===== config.mk =====
export PLATFORM = sky130hd
export DESIGN_NAME = uart_transmitter
export DESIGN_NICKNAME = d
export VERILOG_FILES = /design/src/rtl/uart_transmitter.sv
export SDC_FILE = /design/constraint.sdc
export NUM_CORES = 1
export LEC_CHECK = 0
export CAP_MARGIN = 0
export CORE_MARGIN = 4
export CORE_UTILIZATION = 45
export DETAILED_ROUTE_END_ITERATION = 8
export PLACE_DENSITY = 0.67
export SLEW_MARGIN = 20
export SYNTH_ARGS = -nofsm -noshare
export SYNTH_HDL_FRONTEND = slang
export SYNTH_SLANG_ARGS = --single-unit
export TNS_END_PERCENT = 1

===== constraint.sdc =====
create_clock -name clk -period 2.5 [get_ports clk]
set_clock_uncertainty 0.15 [all_clocks]
set_input_delay 0.5 -clock clk [delete_from_list [all_inputs] [get_ports clk]]
set_output_delay 0.5 -clock clk [all_outputs]
set_load 0.02 [all_outputs]

===== src/rtl/uart_transmitter.sv =====
// rtl/uart_transmitter.sv - 8N1 UART transmitter draining a word-wide read FIFO, most significant byte first
// Each FIFO word is read once, held in word_q, and sent as FIFO_RD_BYTE back-to-back frames.

module uart_transmitter #(
    parameter int UART_BPS      = 'd9600,
    parameter int CLK_FREQ      = 'd50_000_000,
    parameter int FIFO_RD_WIDTH = 'd32,
    parameter int FIFO_RD_BYTE  = 'd4
) (
    input  logic                     clk,
    input  logic                     rst_n,
    input  logic [FIFO_RD_WIDTH-1:0] fifo_rd_data,
    input  logic                     fifo_empty,
    output logic                     fifo_rd_en,
    output logic                     tx,
    output logic                     busy
);

    localparam int BAUD_N = CLK_FREQ / UART_BPS;
    localparam int CNT_W  = (BAUD_N > 1) ? $clog2(BAUD_N) : 1;
    localparam int IDX_W  = (FIFO_RD_BYTE > 1) ? $clog2(FIFO_RD_BYTE) : 1;

    localparam logic [CNT_W-1:0] CNT_LAST  = CNT_W'(BAUD_N - 1);
    localparam logic [IDX_W-1:0] BYTE_LAST = IDX_W'(FIFO_RD_BYTE - 1);

    if (FIFO_RD_WIDTH != 8 * FIFO_RD_BYTE) begin : g_bad_width
        $error("uart_transmitter: FIFO_RD_WIDTH must equal 8*FIFO_RD_BYTE");
    end

    typedef enum logic [2:0] {
        S_IDLE,
        S_REQ,
        S_LOAD,
        S_START,
        S_DATA,
        S_STOP
    } state_t;

    state_t                   state_q;
    logic                     tx_q;
    logic                     rd_en_q;
    logic                     busy_q;
    logic [CNT_W-1:0]         baud_cnt_q;
    logic [2:0]               bit_idx_q;
    logic [IDX_W-1:0]         byte_idx_q;
    logic [FIFO_RD_WIDTH-1:0] word_q;

    logic                     baud_done;
    logic [7:0]               cur_byte;

    assign baud_done = (baud_cnt_q == CNT_LAST);

    // Byte index 0 selects the most significant byte of the word.
    always_comb begin
        cur_byte = 8'h00;
        for (int i = 0; i < FIFO_RD_BYTE; i++) begin
            if (byte_idx_q == IDX_W'(FIFO_RD_BYTE - 1 - i)) begin
                cur_byte = word_q[i*8 +: 8];
            end
        end
    end

    always_ff @(posedge clk or negedge rst_n) begin
        if (!rst_n) begin
            state_q    <= S_IDLE;
            tx_q       <= 1'b1;
            rd_en_q    <= 1'b0;
            busy_q     <= 1'b0;
            baud_cnt_q <= '0;
            bit_idx_q  <= '0;
            byte_idx_q <= '0;
            word_q     <= '0;
        end else begin
            rd_en_q <= 1'b0;
            case (state_q)
                S_IDLE: begin
                    tx_q <= 1'b1;
                    if (!fifo_empty) begin
                        state_q <= S_REQ;
                        rd_en_q <= 1'b1;
                        busy_q  <= 1'b1;
                    end
                end
                S_REQ: begin
                    state_q <= S_LOAD;
                end
                // Read data is valid now, one cycle after the enable pulse.
                S_LOAD: begin
                    word_q     <= fifo_rd_data;
                    byte_idx_q <= '0;
                    baud_cnt_q <= '0;
                    tx_q       <= 1'b0;
                    state_q    <= S_START;
                end
                S_START: begin
                    if (baud_done) begin
                        baud_cnt_q <= '0;
                        bit_idx_q  <= '0;
                        tx_q       <= cur_byte[0];
                        state_q    <= S_DATA;
                    end else begin
                        baud_cnt_q <= baud_cnt_q + 1'b1;
                    end
                end
                S_DATA: begin
                    if (baud_done) begin
                        baud_cnt_q <= '0;
                        if (bit_idx_q == 3'd7) begin
                            tx_q    <= 1'b1;
                            state_q <= S_STOP;
                        end else begin
                            bit_idx_q <= bit_idx_q + 3'd1;
                            tx_q      <= cur_byte[bit_idx_q + 3'd1];
                        end
                    end else begin
                        baud_cnt_q <= baud_cnt_q + 1'b1;
                    end
                end
                S_STOP: begin
                    if (baud_done) begin
                        baud_cnt_q <= '0;
                        if (byte_idx_q != BYTE_LAST) begin
                            byte_idx_q <= byte_idx_q + 1'b1;
                            tx_q       <= 1'b0;
                            state_q    <= S_START;
                        end else begin
                            tx_q    <= 1'b1;
                            busy_q  <= 1'b0;
                            state_q <= S_IDLE;
                        end
                    end else begin
                        baud_cnt_q <= baud_cnt_q + 1'b1;
                    end
                end
                default: begin
                    state_q    <= S_IDLE;
                    tx_q       <= 1'b1;
                    busy_q     <= 1'b0;
                    baud_cnt_q <= '0;
                end
            endcase
        end
    end

    assign fifo_rd_en = rd_en_q;
    assign tx         = tx_q;
    assign busy       = busy_q;

endmodule


After elaboration in Yosys (flattened, before gate mapping)
Cells that the tools add are included.
{"block": "op_classes", "n_shift": 0, "order_cmp": 1, "addsub": 3, "bitwise_logic": 2, "div_mod_pow": 0, "n_reduce_logical": 12, "n_eq_ne": 19, "n_mul": 0, "n_mux": 34}
{"operator": "2-to-1 mux 8 bit", "n": 4}
{"operator": "case mux 13 bit (2 select lines)", "n": 1}
{"operator": "2-to-1 mux 3 bit", "n": 8}
{"operator": "inequality test 2 bit, second input constant", "n": 9}
{"operator": "case mux 3 bit (6 select lines)", "n": 1}
{"operator": "adder 13 x 1 -> 13 bit, second input constant", "n": 1}
{"operator": "== test 13 bit, second input constant", "n": 1}
{"operator": "2-to-1 mux 13 bit", "n": 1}
{"operator": "AND reduction 4 bit", "n": 3}
{"operator": "2-to-1 mux 1 bit", "n": 11}
{"operator": "== test 3 bit, second input constant", "n": 3}
{"operator": "== test 3 x 2 -> 1 bit, second input constant", "n": 2}
{"operator": "2-to-1 mux 2 bit", "n": 3}
{"operator": "case mux 3 bit (2 select lines)", "n": 1}
{"operator": "case mux 1 bit (5 select lines)", "n": 1}
{"operator": "AND reduction 5 bit", "n": 1}
{"operator": "== test 2 bit, second input constant", "n": 2}
{"operator": "less-than comparator 3 x 4 -> 1 bit, second input constant", "n": 1}
{"operator": "case mux 2 bit (2 select lines)", "n": 1}
{"operator": "nonzero test 2 bit", "n": 2}
{"operator": "OR reduction 4 bit", "n": 1}
{"operator": "adder 3 x 1 -> 3 bit, second input constant", "n": 1}
{"operator": "binary-select mux 1 bit (select 3 bit)", "n": 1}
{"operator": "== test 3 x 1 -> 1 bit, second input constant", "n": 1}
{"operator": "other kinds (9)", "n": 10}
{"block": "totals", "mem_bits_ro": 0, "latch_bits": 0, "output_inout_bits": 3, "wordCells": 79, "ff_bits": 56, "ramBits": 0, "n_memories": 0}

Depth between registers and ports, before layout
Gate-level depths: netlist of the first run.
{"block": "depth", "ltp_word": 10, "ltp_mapped": 10, "ltp_nobuf": 8}

Least setup slack after synthesis of the first run
No wires, ideal clock.
{"block": "synth_timing", "kind": "register to register", "startpoint": "reg bit_idx_q[0]", "endpoint": "reg tx_q, in the netlist tx", "path_stages_with_launch": 9, "arrival_ps": 1750, "path_slack_ps": 523, "period_less_slack_ps": 1977, "t_required_ps": 2273, "path_cell_list": "dfrtp_1 -> ha_1 -> ha_1 -> inv_1 -> a2111oi_0 -> a32oi_1 -> a31oi_1 -> o31ai_1 -> a31oi_1"}
{"block": "synth_via", "elab_chain_len": 6}
{"element": "start, declared", "line_no": "44", "source": "logic [2:0] bit_idx_q;"}
{"element": "start signal, assigned", "line_no": "112", "source": "bit_idx_q <= bit_idx_q + 3'd1;"}
{"element": "adder 3 x 1 -> 3 bit", "line_no": "113", "source": "tx_q <= cur_byte[bit_idx_q + 3'd1];"}
{"element": "binary-select mux 1 bit (select 3 bit)", "line_no": "113"}
{"element": "2-to-1 mux 1 bit (implied by the code)", "line_no": "113"}
{"element": "2-to-1 mux 1 bit (*)", "line_no": "108", "source": "if (bit_idx_q == 3'd7) begin"}
{"element": "2-to-1 mux 1 bit (*)", "line_no": "106", "source": "if (baud_done) begin"}
{"element": "case mux 1 bit (5 select lines) (*)", "line_no": "75", "source": "case (state_q)"}
{"element": "end signal, assigned", "line_no": "99", "source": "tx_q <= cur_byte[0];"}
{"element": "end signal, assigned", "line_no": "113"}
{"element": "end, declared", "line_no": "40", "source": "logic tx_q;"}
Mark *: on every way between the ends. The rest lies on a longest branch, timed or not. The select of a mux whose other input is x is not followed.
A chain may end at the register's enable or synchronous reset.

Worst setup path after layout of the first run
Same ends and word-level chain as after synthesis.

==> results of run 1 <==
## Yosys cell counts (4+ instances only)
| cell | number |
|---|---|
| dfrtp_1 | 55 |
| nand2_1 | 38 |
| o21ai_0 | 29 |
| mux2_2 | 27 |
| nor2_1 | 16 |
| a21oi_1 | 15 |
| inv_1 | 13 |
| ha_1 | 7 |
| a31oi_1 | 6 |
| buf_2 | 6 |
| nor2b_1 | 5 |
| nand3_1 | 4 |
| o31ai_1 | 4 |
| xor2_1 | 4 |
## path summary, 6_finish.rpt
| check | slack [ns] | to | depth (start not counted) |
|---|---|---|---|
| min in group clk | 0.34 | baud_cnt_q[12]$_DFFE_PN0N_ | 1 |
| worst max-delay path | 0.28 | tx$_DFFE_PN1P_ | 8 |
| max in group asynchronous | 1.51 | word_q[9]$_DFFE_PN0P_ | 2 |
| worst min register to register | 0.34 | baud_cnt_q[12]$_DFFE_PN0N_ | 1 |
| worst max register to register | 0.28 | tx$_DFFE_PN1P_ | 8 |
| worst min-delay path | 0.03 | baud_cnt_q[8]$_DFFE_PN0N_ | 1 |
## worst max-delay path, stage by stage, from the launching register on
cell and delay, ns:
dfrtp_1 0.39, ha_1 0.20, ha_1 0.34, inv_1 0.10
a2111oi_1 0.39, a32oi_1 0.10, a31oi_1 0.19, o31ai_1 0.12
a31oi_1 0.18
## where the power goes
| group | switching, mW | internal (mW) | total (mW) |
|---|---|---|---|
| sequential | 0.0154 | 0.931 | 0.947 |
| combinational | 0.0361 | 0.0696 | 0.106 |
| clock | 0.290 | 0.328 | 0.618 |
| total | 0.342 | 1.33 | 1.67 |
## per-layer routing
layer	vias to the layer above	global-route usage (%)
li1	1112	-
met1	1081	23.5
met2	37	24.6
met3	8	3.17
met4	0	3.85
met5	-	0
## cell families (layout without fill, tap and decap cells)
group,after synthesis,count (layout),share of synthesized area [%]
simple gates,87,87,14.9
compound gates,80,80,17.1
flops,56,56,47.8
mux,30,30,11.6
buf+inv,26,62,4.10
fa+ha+maj,7,7,2.99
xor+xnor,5,5,1.49
## repair_timing
item | 4_1_cts | 5_1_grt
hold endpoints to repair | 0 | 0
resized for setup | 0 | 5
endpoints found under the setup margin | 0 | 1
setup buffers | 0 | 0
## placed cells by master, fill, tap and decap left out, types with 5 or more instances in the layout
cell type	netlist	final
dfrtp_1	55	55
nand2_1	38	38
clkdlybuf4s50_1	0	36
o21ai_0	29	29
mux2_2	27	27
nor2_1	16	16
a21oi_1	15	15
inv_1	13	13
a31oi_1	6	6
clkbuf_8	0	6
nor2b_1	5	5
## flip-flops by register name (all words and copies together) (netlist names)
signal,flops
byte_idx_q,2
baud_cnt_q,13
word_q,32
state_q,3
tx,1
bit_idx_q,3
busy,1
fifo_rd_en,1
## per-stage QoR
step	total power, mW	cells	cell area [sq um]	utilization (%)	setup WS (ns)
after CTS	1.70	404	3490	55.0	0.176
after global routing	1.74	404	3500	55.2	0.0844
final	1.67	404	3500	55.2	0.277
after floorplan	0.989	291	2930	-	0.523
after global placement	1.07	396	3370	53.1	0.299
after detailed placement	1.07	396	3370	53.1	0.177
## final cells by class
type | instances | area, sq um | share of cell area (%)
flip-flops and latches | 56 | 1400 | 40.0
multi-input cells | 209 | 1430 | 40.7
inverters | 13 | 48.8 | 1.39
well taps | 77 | 96.3 | 2.75
repair buffers | 41 | 408 | 11.6
clock inverters | 2 | 38.8 | 1.11
clock buffers | 6 | 82.6 | 2.36
==> flow_summary.json, run 1 <==
{
  "cts_htree_levels": 2,
  "crit_arrival_ns": 2.31,
  "final_nets": 368,
  "grt_pass1_vias": 2121,
  "synth_area_leader_cell": "dfrtp_1",
  "cts_num_sinks": 56,
  "highest_layer": "met4",
  "start_kind": "flip-flop",
  "worstReg2RegStart": "bit_idx_q[0]$_DFFE_PN0P_",
  "setup_viol": 0,
  "synth_seq_cells": 56,
  "cap_violations": 0,
  "grt_max_degree": 40,
  "yosysWarnings": 0,
  "routed_wl_um": 6040,
  "worstMarginPinSlew_ns": 0.712,
  "io_pins": 38,
  "slew_violations": 0,
  "die_area_sq_um": 7870,
  "critPathLaunch": "bit_idx_q[0]$_DFFE_PN0P_",
  "drt-met1-wl_um": 3030,
  "die_w_um": 88.7,
  "ir_drop_v": 0.000293,
  "antenna_found_initial": 0,
  "rsz0062_at_grt": "false",
  "grt-ovfl-total": 0,
  "synthCells": 291,
  "n_antenna_cell": 0,
  "synth_async_sr_flop_share_pct": 100,
  "fmax_ghz": 0.450,
  "synth.area.top_cells": "dfrtp_1, mux2_2, o21ai_0",
  "initial_utilization_pct": 46.2,
  "period_minus_slack_ns": 2.22,
  "wl_met3_um": 244,
  "place.gp.congestion": 0.804,
  "slew_headroom_pct": 52.4,
  "grt_usage_pct": 16.1,
  "status": "completed",
  "port_buffers": 37,
  "drive_gt1_share_pct": 16.8,
  "tns_ns": 0,
  "hold_path.class": "in2async",
  "cts_tree": "built",
  "fp-row-count": 29,
  "drt-pass1-iter-count": 4,
  "clkLatencyLatePin_ns": 0.31,
  "synthFlopType": "dfrtp_1",
  "synth_top_area_share_pct": 46.9,
  "cts_buffer_depth": 2,
  "synth_edf_count": 0,
  "syn_area_sq_um": 2930,
  "critPathCaptureType": "flip-flop",
  "vias_per_cell": 5.54,
  "power_leakage_nw": 1.45,
  "die_h_um": 88.7,
  "grt_pass1_wl_um": 10100,
  "syn_to_final_growth_pct": 19.5,
  "finalHoldViolCount": 0,
  "avgSynthCellArea_sq_um": 10.1,
  "drt-initial-drc-count": 85,
  "cts_inserted_buffers": 5,
  "critical_path_class": "reg2reg",
  "cts_hold_buf": 0,
  "routed-wl-met2_um": 2700,
  "synth-seq-area-share_pct": 47.8,
  "fin_hold_ws_ns": 0.0292,
  "cp.required_ns": 2.59,
  "syn_nets": 333,
  "coreArea_sq_um": 6350,
  "synth_cell_types": 53,
  "ant_nets": 0,
  "n_fill_cell": 553,
  "drcViolationCount": 0,
  "cts-root-buf": "clkbuf_8",
  "fin_crit_sh_pct": 88.9,
  "wl_per_cell_um": 15.0,
  "path_max_fanout": 5,
  "power.density_nw_per_um2": 477,
  "vias": 2238,
  "dp_hpwl_um": 4450,
  "clk_pin_slew_ns": 0.10
}
Note: power is estimated with default switching activity, not from simulation.
==> run 2: changes to the inputs <==
--- a/config.mk
+++ b/config.mk
@@ -7,9 +7,9 @@
 export LEC_CHECK = 0
 export CAP_MARGIN = 0
 export CORE_MARGIN = 4
-export CORE_UTILIZATION = 45
+export CORE_UTILIZATION = 30
 export DETAILED_ROUTE_END_ITERATION = 8
-export PLACE_DENSITY = 0.67
+export PLACE_DENSITY = 0.51
 export SLEW_MARGIN = 20
 export SYNTH_ARGS = -nofsm -noshare
 export SYNTH_HDL_FRONTEND = slang
==> constraint.sdc (replaced) <==
create_clock -name clk -period 2 [get_ports clk]
set_clock_uncertainty 0.15 [all_clocks]
set_input_delay 0.4 -clock clk [delete_from_list [all_inputs] [get_ports clk]]
set_output_delay 0.4 -clock clk [all_outputs]
set_load 0.02 [all_outputs]
==> flow_summary.json, run 2 (synthesized netlist as in run 1, its figures left out) <==
{
  "cts-root-buf": "clkbuf_8",
  "final_common_cell": "dfrtp_1",
  "grt-ovfl-total": 0,
  "regMostFlops": "word_q",
  "fmax_ghz": 0.481,
  "period_minus_slack_ns": 2.08,
  "power_leakage_nw": 1.65,
  "initial_utilization_pct": 31.3,
  "drcViolationCount": 0,
  "dp_slack_ns": -0.237,
  "finalHoldViolCount": 0,
  "multi_input_area_sq_um": 1520,
  "drive_gt1_share_pct": 28.4,
  "cts_buffer_depth": 2,
  "drt-initial-drc-count": 117,
  "coreArea_sq_um": 9370,
  "final_cells": 492,
  "cap_violations": 0,
  "fp-row-count": 35,
  "die_w_um": 107,
  "largest_reg_flops": 32,
  "crit_chain": "ha_2 > ha_1 > buf_6 > nand2_1 > nor3_1 > a21oi_1 > o211ai_1 > o31ai_1 > a31oi_1",
  "cts_num_sinks": 56,
  "fin_crit_sh_pct": 104,
  "area.sequential_sq_um": 1400,
  "io_pins": 38,
  "final_area_sq_um": 3960,
  "clkLatencyLatePin_ns": 0.31,
  "slew_violations": 0,
  "antenna_found_initial": 0,
  "cts_inserted_buffers": 5,
  "reg_top3": "word_q (32), baud_cnt_q (13)",
  "vias_per_cell": 4.78,
  "critPathCaptureType": "flip-flop",
  "syn_to_final_growth_pct": 34.9,
  "crit_arrival_ns": 2.16,
  "grt_usage_pct": 13.2,
  "die_area_sq_um": 11400,
  "power.density_nw_per_um2": 534,
  "status": "finished, violations left",
  "finalCoreUtilization_pct": 42.2,
  "cts_htree_levels": 2,
  "routed_wl_um": 7430,
  "path_max_fanout": 4,
  "wl_per_cell_um": 15.1,
  "setup_viol": 1,
  "cp.required_ns": 2.08,
  "grt_max_degree": 36,
  "cts_tree": "built",
  "slew_headroom_pct": 69.1,
  "die_h_um": 107,
  "dp_hpwl_um": 5290,
  "grt_pass1_wl_um": 12100,
  "start_kind": "flip-flop",
  "ant_nets": 0,
  "rsz0062_at_grt": "true",
  "place.gp.congestion": 0.821,
  "vias": 2352,
  "port_buffers": 37,
  "dp_cells": 474,
  "grt_pass1_vias": 2527,
  "worstMarginPinSlew_ns": 0.463,
  "timing.final.ws_setup_ns": -0.0774,
  "n_fill_cell": 935,
  "final_nets": 404,
  "max_stage_delay_ns": 0.40,
  "dpl_cell_area_sq_um": 3640,
  "crit_path_top_delay_cell": "dfrtp_1",
  "n_antenna_cell": 0,
  "clk_pin_slew_ns": 0.11,
  "final_cell_mix": "dfrtp_1, nand2_1, clkdlybuf4s50_1",
  "ir_drop_v": 0.000233,
  "drt-pass1-iter-count": 4,
  "violations": "setup timing",
  "hold_path.class": "in2async",
  "critical_path_class": "reg2reg"
}
==> run 2: cell types whose count changed in the layout (fill, tap and decap cells not counted), moves of 3 or more <==
cell,delta
buf_4,+28
buf_6,+5
ha_4,+3
o21ai_0,-8
o21ai_1,+8
==> run 2: what timing repair did <==
item / CTS / global route
hold endpoints to repair: 21 / 0
resized for setup: 29 / 12
pin swaps: 10 / 10
hold buffers: 1 / 0
endpoints found under the setup margin: 2 / 8
buffers inserted: 5 / 4
==> run 2: power breakdown <==
group | total, mW | switching (mW) | internal (mW) | leakage, nW
Clock | 0.787 | 0.406 | 0.381 | 0.0600
Combinational | 0.139 | 0.0495 | 0.0899 | 0.924
Sequential | 1.19 | 0.0206 | 1.16 | 0.671
==> run 2: metal layers <==
layer	routed length [um]	track usage (%)
met1	3490	17.2
met2	3680	22.3
met3	180	2.23
met4	77	4.38
met5	0	0
==> run 2: path summary, 6_finish.rpt <==
path	startpoint	end	slack [ns]	cells past startpoint
hold / removal	rst_n	word_q[11]$_DFFE_PN0P_	0.23	2
setup reg to reg	bit_idx_q[0]$_DFFE_PN0P_	tx$_DFFE_PN1P_	-0.08	9
min in group clk	bit_idx_q[1]$_DFFE_PN0P_	bit_idx_q[1]$_DFFE_PN0P_	0.35	2
max in group asynchronous	rst_n	tx$_DFFE_PN1P_	0.81	3
setup / recovery	bit_idx_q[0]$_DFFE_PN0P_	tx$_DFFE_PN1P_	-0.08	9
hold reg to reg	bit_idx_q[1]$_DFFE_PN0P_	bit_idx_q[1]$_DFFE_PN0P_	0.35	2
==> run 2: area by class of cell <==
class	count	share of cell area (%)
clock buffer	5	1.74
tap	129	4.08
timing repair buffer	77	17.9
multi-input combinational	209	38.4
clock inverter	3	1.17
sequential	56	35.5
inverter	13	1.23
==> run 2: critical path: cells and delay by family (launching register included) <==
family	cells	cell delay (ns)
adder cells (fa/ha/maj)	2	0.50
buffers and inverters	1	0.14
AO/OA/AOI/OAI	4	0.69
flip-flops	1	0.40
AND/OR/NAND/NOR	2	0.12
==> run 2: through the flow <==
| stage | TNS, ns | hold WS [ns] | total power, mW |
|---|---|---|---|
| final | -0.0774 | 0.233 | 2.11 |
| after global routing | -0.323 | 0.252 | 2.19 |
| after CTS | -0.0724 | 0.220 | 2.14 |
| after detailed placement | -0.237 | 0.0458 | 1.35 |
| after global placement | -0.145 | 0.0435 | 1.34 |
| after floorplan | 0 | -0.0456 | 1.24 |
